$ cat src/rtl/wb_arbiter.sv
// Write-back arbiter: merges ALU results and queued load results
// into one registered register-file write port.
module wb_arbiter #(
  parameter int DEPTH = 4
) (
  input  logic                     Clk,
  input  logic                     Reset,
  input  logic                     AluValid,
  input  logic [4:0]               AluRD,
  input  logic [31:0]              AluData,
  input  logic                     MemValid,
  input  logic [4:0]               MemRD,
  input  logic [31:0]              MemData,
  output logic                     MemReady,
  output logic [4:0]               RD,
  output logic [31:0]              WData,
  output logic                     RegWr,
  output logic [$clog2(DEPTH):0]   Count,
  output logic [31:0]              Pending
);

  localparam int PW = $clog2(DEPTH);
  localparam int CW = PW + 1;

  logic          q_live [DEPTH];
  logic [4:0]    q_rd   [DEPTH];
  logic [31:0]   q_data [DEPTH];
  logic [PW-1:0] wptr;
  logic [PW-1:0] rptr;
  logic [CW-1:0] cnt;

  logic enq;
  logic deq;
  logic kill;

  assign MemReady = cnt < CW'(DEPTH);
  assign Count    = cnt;
  assign enq      = MemValid && MemReady;
  assign deq      = !AluValid && (cnt != '0);
  assign kill     = AluValid && (AluRD != 5'd0);

  always_comb begin
    Pending = '0;
    for (int i = 0; i < DEPTH; i++) begin
      logic [PW-1:0] off;
      off = PW'(i) - rptr;
      if (({1'b0, off} < cnt) && q_live[i])
        Pending[q_rd[i]] = 1'b1;
    end
    Pending[0] = 1'b0;
  end

  always_ff @(posedge Clk) begin
    if (Reset) begin
      RegWr <= 1'b0;
      RD    <= '0;
      WData <= '0;
      wptr  <= '0;
      rptr  <= '0;
      cnt   <= '0;
      for (int i = 0; i < DEPTH; i++)
        q_live[i] <= 1'b0;
    end else begin
      // younger ALU write kills every older queued write to its rd
      for (int i = 0; i < DEPTH; i++)
        if (kill && q_rd[i] == AluRD)
          q_live[i] <= 1'b0;
      if (enq) begin
        q_live[wptr] <= !(kill && MemRD == AluRD);
        q_rd[wptr]   <= MemRD;
        q_data[wptr] <= MemData;
        wptr         <= wptr + 1'b1;
      end
      if (AluValid) begin
        RegWr <= AluRD != 5'd0;
        RD    <= AluRD;
        WData <= AluData;
      end else if (deq) begin
        RegWr <= q_live[rptr] && (q_rd[rptr] != 5'd0);
        RD    <= q_rd[rptr];
        WData <= q_data[rptr];
        rptr  <= rptr + 1'b1;
      end else begin
        RegWr <= 1'b0;
      end
      cnt <= cnt + CW'(enq) - CW'(deq);
    end
  end

endmodule

$ cat config.mk
export PLATFORM = sky130hd
export DESIGN_NAME = wb_arbiter
export DESIGN_NICKNAME = d
export VERILOG_FILES = /design/src/rtl/wb_arbiter.sv
export SDC_FILE = /design/constraint.sdc
export NUM_CORES = 1
export LEC_CHECK = 0
export BUFFER_PORTS_ARGS = -buffer_cell sky130_fd_sc_hd__buf_2
export CORE_UTILIZATION = 50
export CTS_CLUSTER_DIAMETER = 30
export DETAILED_ROUTE_END_ITERATION = 12
export GPL_ROUTABILITY_DRIVEN = 0
export GPL_TIMING_DRIVEN = 0
export PLACE_DENSITY = 0.72
export SYNTH_ARGS = -nofsm -noshare
export SYNTH_HDL_FRONTEND = slang
export SYNTH_SLANG_ARGS = --single-unit
$ cat constraint.sdc
create_clock -name Clk -period 7.2 [get_ports Clk]
set_input_delay 1.44 -clock Clk [delete_from_list [all_inputs] [get_ports Clk]]
set_output_delay 1.44 -clock Clk [all_outputs]
set_load 0.01 [all_outputs]
=== After elaboration in Yosys (flattened, before gate mapping) ===
Memories as Yosys holds them, arrays and structs flattened. A register that Yosys moved wholly into a read port is not among the register bits.
Index checks and enable logic that the tools add are counted.
W data, S select, Z words.

* $mul: 0
* Shift-type cells: 0
* Mux-type cells: 45
* Reductions and logical operators: 24
* Order comparisons: 13
* Divide/modulo/power cells: 0
* Equality and inequality tests: 5
* $add $sub $neg: 8
* Bitwise gates (word level): 8

{| class="wikitable"
|+ Operators by type and width
! cell !! count
|-
| $mux W32 || 6
|-
| $or A32 B32 Y32 || 3
|-
| $mux W1 || 27
|-
| $eq A5 B5 Y1 || 5
|-
| $lt A5 B6 Y1 const B || 4
|-
| $demux W1 S5 || 4
|-
| $ge A5 B1 Y1 const B || 4
|-
| $logic_and A1 B1 Y1 || 17
|-
| $lt A2 B3 Y1 || 4
|-
| $mux W2 || 6
|-
| $mux W5 || 2
|-
| $reduce_bool A5 Y1 || 2
|-
| $add A2 B1 Y2 const B || 2
|-
| $or A1 B1 Y1 || 4
|-
| $sub A1 B2 Y2 const A || 2
|-
| $sub A2 B2 Y2 const A || 2
|-
| $add A3 B1 Y3 || 1
|-
| $lt A3 B3 Y1 const B || 1
|-
| $reduce_bool A3 Y1 || 1
|-
| $sub A3 B1 Y3 || 1
|-
| $logic_not A1 Y1 || 2
|-
| $reduce_and A2 Y1 || 1
|-
| $reduce_bool A2 Y1 || 1
|-
| $not A1 Y1 || 1
|}

* Latch bits: 0
* Bits of input ports: 78
* Bits in registers: 45
* Memory bits (writable): 152
* Memory bits (read-only): 0
* Memories: 3
* Word-level logic and storage cells: 112

{| class="wikitable"
|+ Memories
! memory !! depth !! width !! read ports !! clocked after memory_dff !! write ports !! line !! RTL
|-
| q_data || 4 || 32 || 1 || 1 || 1 || 27 || <nowiki>logic [31:0] q_data [DEPTH];</nowiki>
|-
| q_rd || 4 || 5 || 5 || 1 || 1 || 26 || <nowiki>logic [4:0] q_rd [DEPTH];</nowiki>
|-
| q_live || 4 || 1 || 5 || 1 || 5 || 25 || <nowiki>logic q_live [DEPTH];</nowiki>
|}

=== Longest topological paths before layout ===
An unclocked memory read counts as a cell.

* Word-level depth: 12
* Mapped depth: 12
* Mapped depth without buffers: 10

=== Least setup slack after synthesis ===
Ideal clock, no wire load.

* Path type: flip-flop to output port
* From: register cnt[1] (netlist: Count[1])
* To: output port Pending[2]
* Path slack: 3.720 ns
* Data arrival time: 2.040 ns
* Data required time: 5.760 ns
* Cell stages (with the launch flop): 9
* Path through: dfxtp_1 -> inv_1 -> ha_1 -> a21boi_1 -> o21ai_1 -> and4b_1 -> clkbuf_1 -> a2bb2o_1 -> a221o_1

* Cells in the longest elaborated chain, start to end: 9
* Elaborated cells between the ends (all ways): 15
* Classes of those cells: order compare (4); mux (4); bitwise (3); reduce/logical (4)

{| class="wikitable"
|+ RTL lines
! what !! line !! RTL
|-
| start, declared || 30 || <nowiki>logic [CW-1:0] cnt;</nowiki>
|-
| start signal, assigned || 86 || <nowiki>cnt <= cnt + CW'(enq) - CW'(deq);</nowiki>
|-
| $lt A2 B3 Y1 || 47 || <nowiki>if (({1'b0, off} < cnt) && q_live[i])</nowiki>
|-
| $logic_and A1 B1 Y1 || 47 ||
|-
| $mux W32 || 47 ||
|-
| $or A32 B32 Y32 (no source line) || n/a ||
|-
| $mux W32 || 47 ||
|-
| $or A32 B32 Y32 (no source line) || n/a ||
|-
| $mux W32 || 47 ||
|-
| $or A32 B32 Y32 (no source line) || n/a ||
|-
| $mux W32 * || 47 ||
|-
| end, declared || 19 || <nowiki>output logic [31:0] Pending</nowiki>
|}

Mark *: on every way between the ends. The rest lies on a longest branch, timed or not.

=== Worst setup path after layout ===
* From: register cnt[1] (netlist: Count[1])
* To: output port Pending[14]

Same word-level chain as after synthesis.

==> flow_metrics.env <==
export IMPL_ys_ff_latch=199
export IMPL_numCtsBuffers=17
export IMPL_rsz0062_at_grt="false"
export IMPL_min_from="wptr[1]"
export IMPL_finalHoldWorstSlack_ns=0.5245
export IMPL_cp_arrival_ns=2.98
export IMPL_drtAntennaViolNets=0
export IMPL_cts_buffer_depth=2
export IMPL_path_max_fanout=6
export IMPL_synthArstFlopShare_pct=0
export IMPL_initial_core_util_pct=51.22
export IMPL_synth_edf_count=152
export IMPL_synthFlopType="edfxtp_1"
export IMPL_p_switching_uw=1072
export IMPL_cp_required_ns=5.76
export IMPL_synth_common_cells="edfxtp_1, inv_1, nand2_1"
export IMPL_wl_met1_mm=9.647
export IMPL_r2r_cells=12
export IMPL_cp_end_kind="output pin"
export IMPL_worst_pin_slew_ns=0.9896
export IMPL_ios=152
export IMPL_wl_met3_mm=1.797
export IMPL_pwr_density_cell_nw_per_um2=297.6
export IMPL_hold_viol=0
export IMPL_combPwrFrac_pct=27.2
export IMPL_p_leak_uw=0.004150
export IMPL_cts_tree="done"
export IMPL_setup_viol=0
export IMPL_yosysMostFrequentCell="edfxtp_1"
export IMPL_routedWlPerCell_um=20.67
export IMPL_antenna_found_initial=3
export IMPL_drc_errors=0
export IMPL_met2RoutedLength_mm=11.04
export IMPL_drive_gt1_share_pct=28.10
export IMPL_fin_crit_sh_pct=61.34
export IMPL_first_pass_iters=6
export IMPL_grt_ovfl_total=0
export IMPL_syn_inst=706
export IMPL_clkPwrFrac_pct=29.8
export IMPL_avgSynthCellArea_um2=13.08
export IMPL_insertion_delay_ns=0.45
export IMPL_tns_ns=0
export IMPL_rows=49
export IMPL_holdPathEnd="wptr[1]"
export IMPL_yosysSeqAreaShare_pct=59.63
export IMPL_dieHeight_um=137.9
export IMPL_start_kind="register"
export IMPL_core_area_um2=18020
export IMPL_path_clk_slew_ns=0.08
export IMPL_grtUsageTotal_pct=24.75
export IMPL_dr_first_iter_drc_count=734
export IMPL_numPortBuffers=144
export IMPL_ir_drop_v=0.0002205
export IMPL_fmax_mhz=226.4
export IMPL_r2r_slack_ns=4.43
export IMPL_post_cts_buffers=0
export IMPL_post_dp_hpwl_mm=15.92
export IMPL_min_period_ns=4.416
export IMPL_drt_vias_per_instance=5.949
export IMPL_grt_max_degree=29
export IMPL_hold_path_class="register to register"
export IMPL_layout_nets=962
export IMPL_maxCapViolations=0
export IMPL_syn_cell_area_um2=9233
export IMPL_clockRootBuffer="clkbuf_16"
export IMPL_crit_chain="inv_1 > ha_1 > a21oi_1 > o21a_1 > nor3_1 > a22oi_1 > o221ai_1 > buf_2"
export IMPL_grt_pass1_wl_mm=34.59
export IMPL_crit_path_top_delay_cell="nor3_1"
export IMPL_r2r_end="Count[2]"
export IMPL_yosysTopAreaCell="edfxtp_1"
export IMPL_skew_ns=0.01523
export IMPL_swShare_pct=32.91
export IMPL_seq_power_share_pct=43.0
export IMPL_crit_type="register to output pin"
export IMPL_cts_hold_buf=0
export IMPL_r2r_start="Count[2]"
export IMPL_cts_max_level=4
export IMPL_die_area_um2=19010
export IMPL_synth_distinct_cells=56
export IMPL_outcome="complete, no violations"
export IMPL_synth_nets=795
export IMPL_ys_top_cells_by_area="edfxtp_1, dfxtp_1, mux4_2, a221oi_1, a21oi_1"
export IMPL_cpPeakStageDelay_ns=0.81
export IMPL_dieWidth_um=137.9
export IMPL_cts_resized=0
export IMPL_cts_sinks=199
export IMPL_yosys_warnings=0
export IMPL_p_int_uw=2185
export IMPL_highest_layer="met5"
export IMPL_syn_to_final_growth_pct=18.51
export IMPL_relSlewSlack_pct=33.52
export IMPL_yosys_area_top_type_share_pct=49.44
export IMPL_holdPathStages=2
export IMPL_grt_pass1_vias=6251
export IMPL_routed_via_count=6645
export IMPL_maxSlewViolCount=0
export IMPL_wirelength_mm=23.09
-- logic make-up (layout without fill, tap and decap cells) --
kind of cell | count (synthesis) | count (layout) | share of synthesized area, %
AOI/OAI and AO/OA | 161 | 161 | 12.85
xor gates and xnor gates | 31 | 31 | 2.941
adders and majority gates | 11 | 11 | 1.572
buffers and inverters | 112 | 292 | 4.906
DFF | 199 | 199 | 59.63
muxes | 38 | 38 | 9.270
other | 1 | 3 | 0.04062
and+or+nand+nor | 153 | 153 | 8.795
-- worst max-delay path: cells and delay by family, from the launching register on --
| family | cells | cell delay (ns) |
|---|---|---|
| AOI/OAI and AO/OA | 4 | 0.62 |
| adders and majority gates | 1 | 0.32 |
| buffers and inverters | 2 | 0.30 |
| DFF | 1 | 0.47 |
| and+or+nand+nor | 1 | 0.81 |
-- metrics by stage --
step	total power, uW	util, %	std cells	setup WS [ns]	area [um2]
after global routing	3399	60.68	1115	2.639	10940
after CTS	3272	60.68	1115	2.852	10940
after global placement	2289	56.81	1079	2.758	10240
after detailed placement	2308	57.28	1083	3.344	10320
final	3256	60.70	1117	2.784	10940
after floorplan	2019	-	706	3.720	9233
-- flip-flops by register name, summed over array words and instances (netlist names), named ones only --
name,flops
RegWr,1
wptr,2
q_data,128
q_rd,20
q_live,4
rptr,2
RD,5
WData,32
Count,3
-- cell usage in the layout, fill, tap and decap left out, drive strengths merged, types with 17 or more instances in the layout --
cell type  netlist  routed
a21oi           46      46
a221o           17      17
mux4            38      38
edfxtp         152     152
clkbuf          40      58
nand2           53      53
dfxtp           47      47
xnor2           17      17
nor2            24      24
buf             14     162
inv             58      69
a221oi          37      37
o22ai           17      17
-- worst max-delay path by stage --
stage / startpoint / end / slack [ns] / depth (start not counted)
2_1_floorplan: Count[1] / Pending[2] / 3.72 / 8
3_3_place_gp: MemValid / q_data[1][12] / 2.76 / 6
3_5_place_dp: Count[1] / Pending[2] / 3.34 / 9
4_1_cts: Count[1] / Pending[2] / 2.85 / 9
5_1_grt: Count[1] / Pending[14] / 2.64 / 8
6_report: Count[1] / Pending[14] / 2.78 / 8
-- routing by layer --
layer  GRT usage (%)  vias up
met3           5.007       53
li1                -     3053
met5               0        -
met1           33.98     3225
met4           9.601        2
met2           38.83      312
-- power groups by stage --
| stage | Combinational, uW | Clock, uW | Sequential (uW) |
|---|---|---|---|
| after detailed placement | 884 | 0 | 1420 |
| after global placement | 864 | 0 | 1430 |
| after global routing | 965 | 1020 | 1410 |
| final | 886 | 970 | 1400 |
| after floorplan | 584 | 0 | 1440 |
| after CTS | 890 | 983 | 1400 |
-- area by class of cell --
| class | instances | area, um2 |
|---|---|---|
| well taps | 229 | 286.5 |
| clock inverters | 14 | 182.7 |
| diodes | 2 | 5.005 |
| clock buffers | 18 | 429.2 |
| repair buffers | 148 | 800.8 |
| flip-flops and latches | 199 | 5505 |
| plain buffers | 54 | 235.2 |
| multi-input cells | 395 | 3279 |
| fillers | 1460 | 7083 |
| inverters | 58 | 217.7 |
Power figures use the tool's default switching activity.
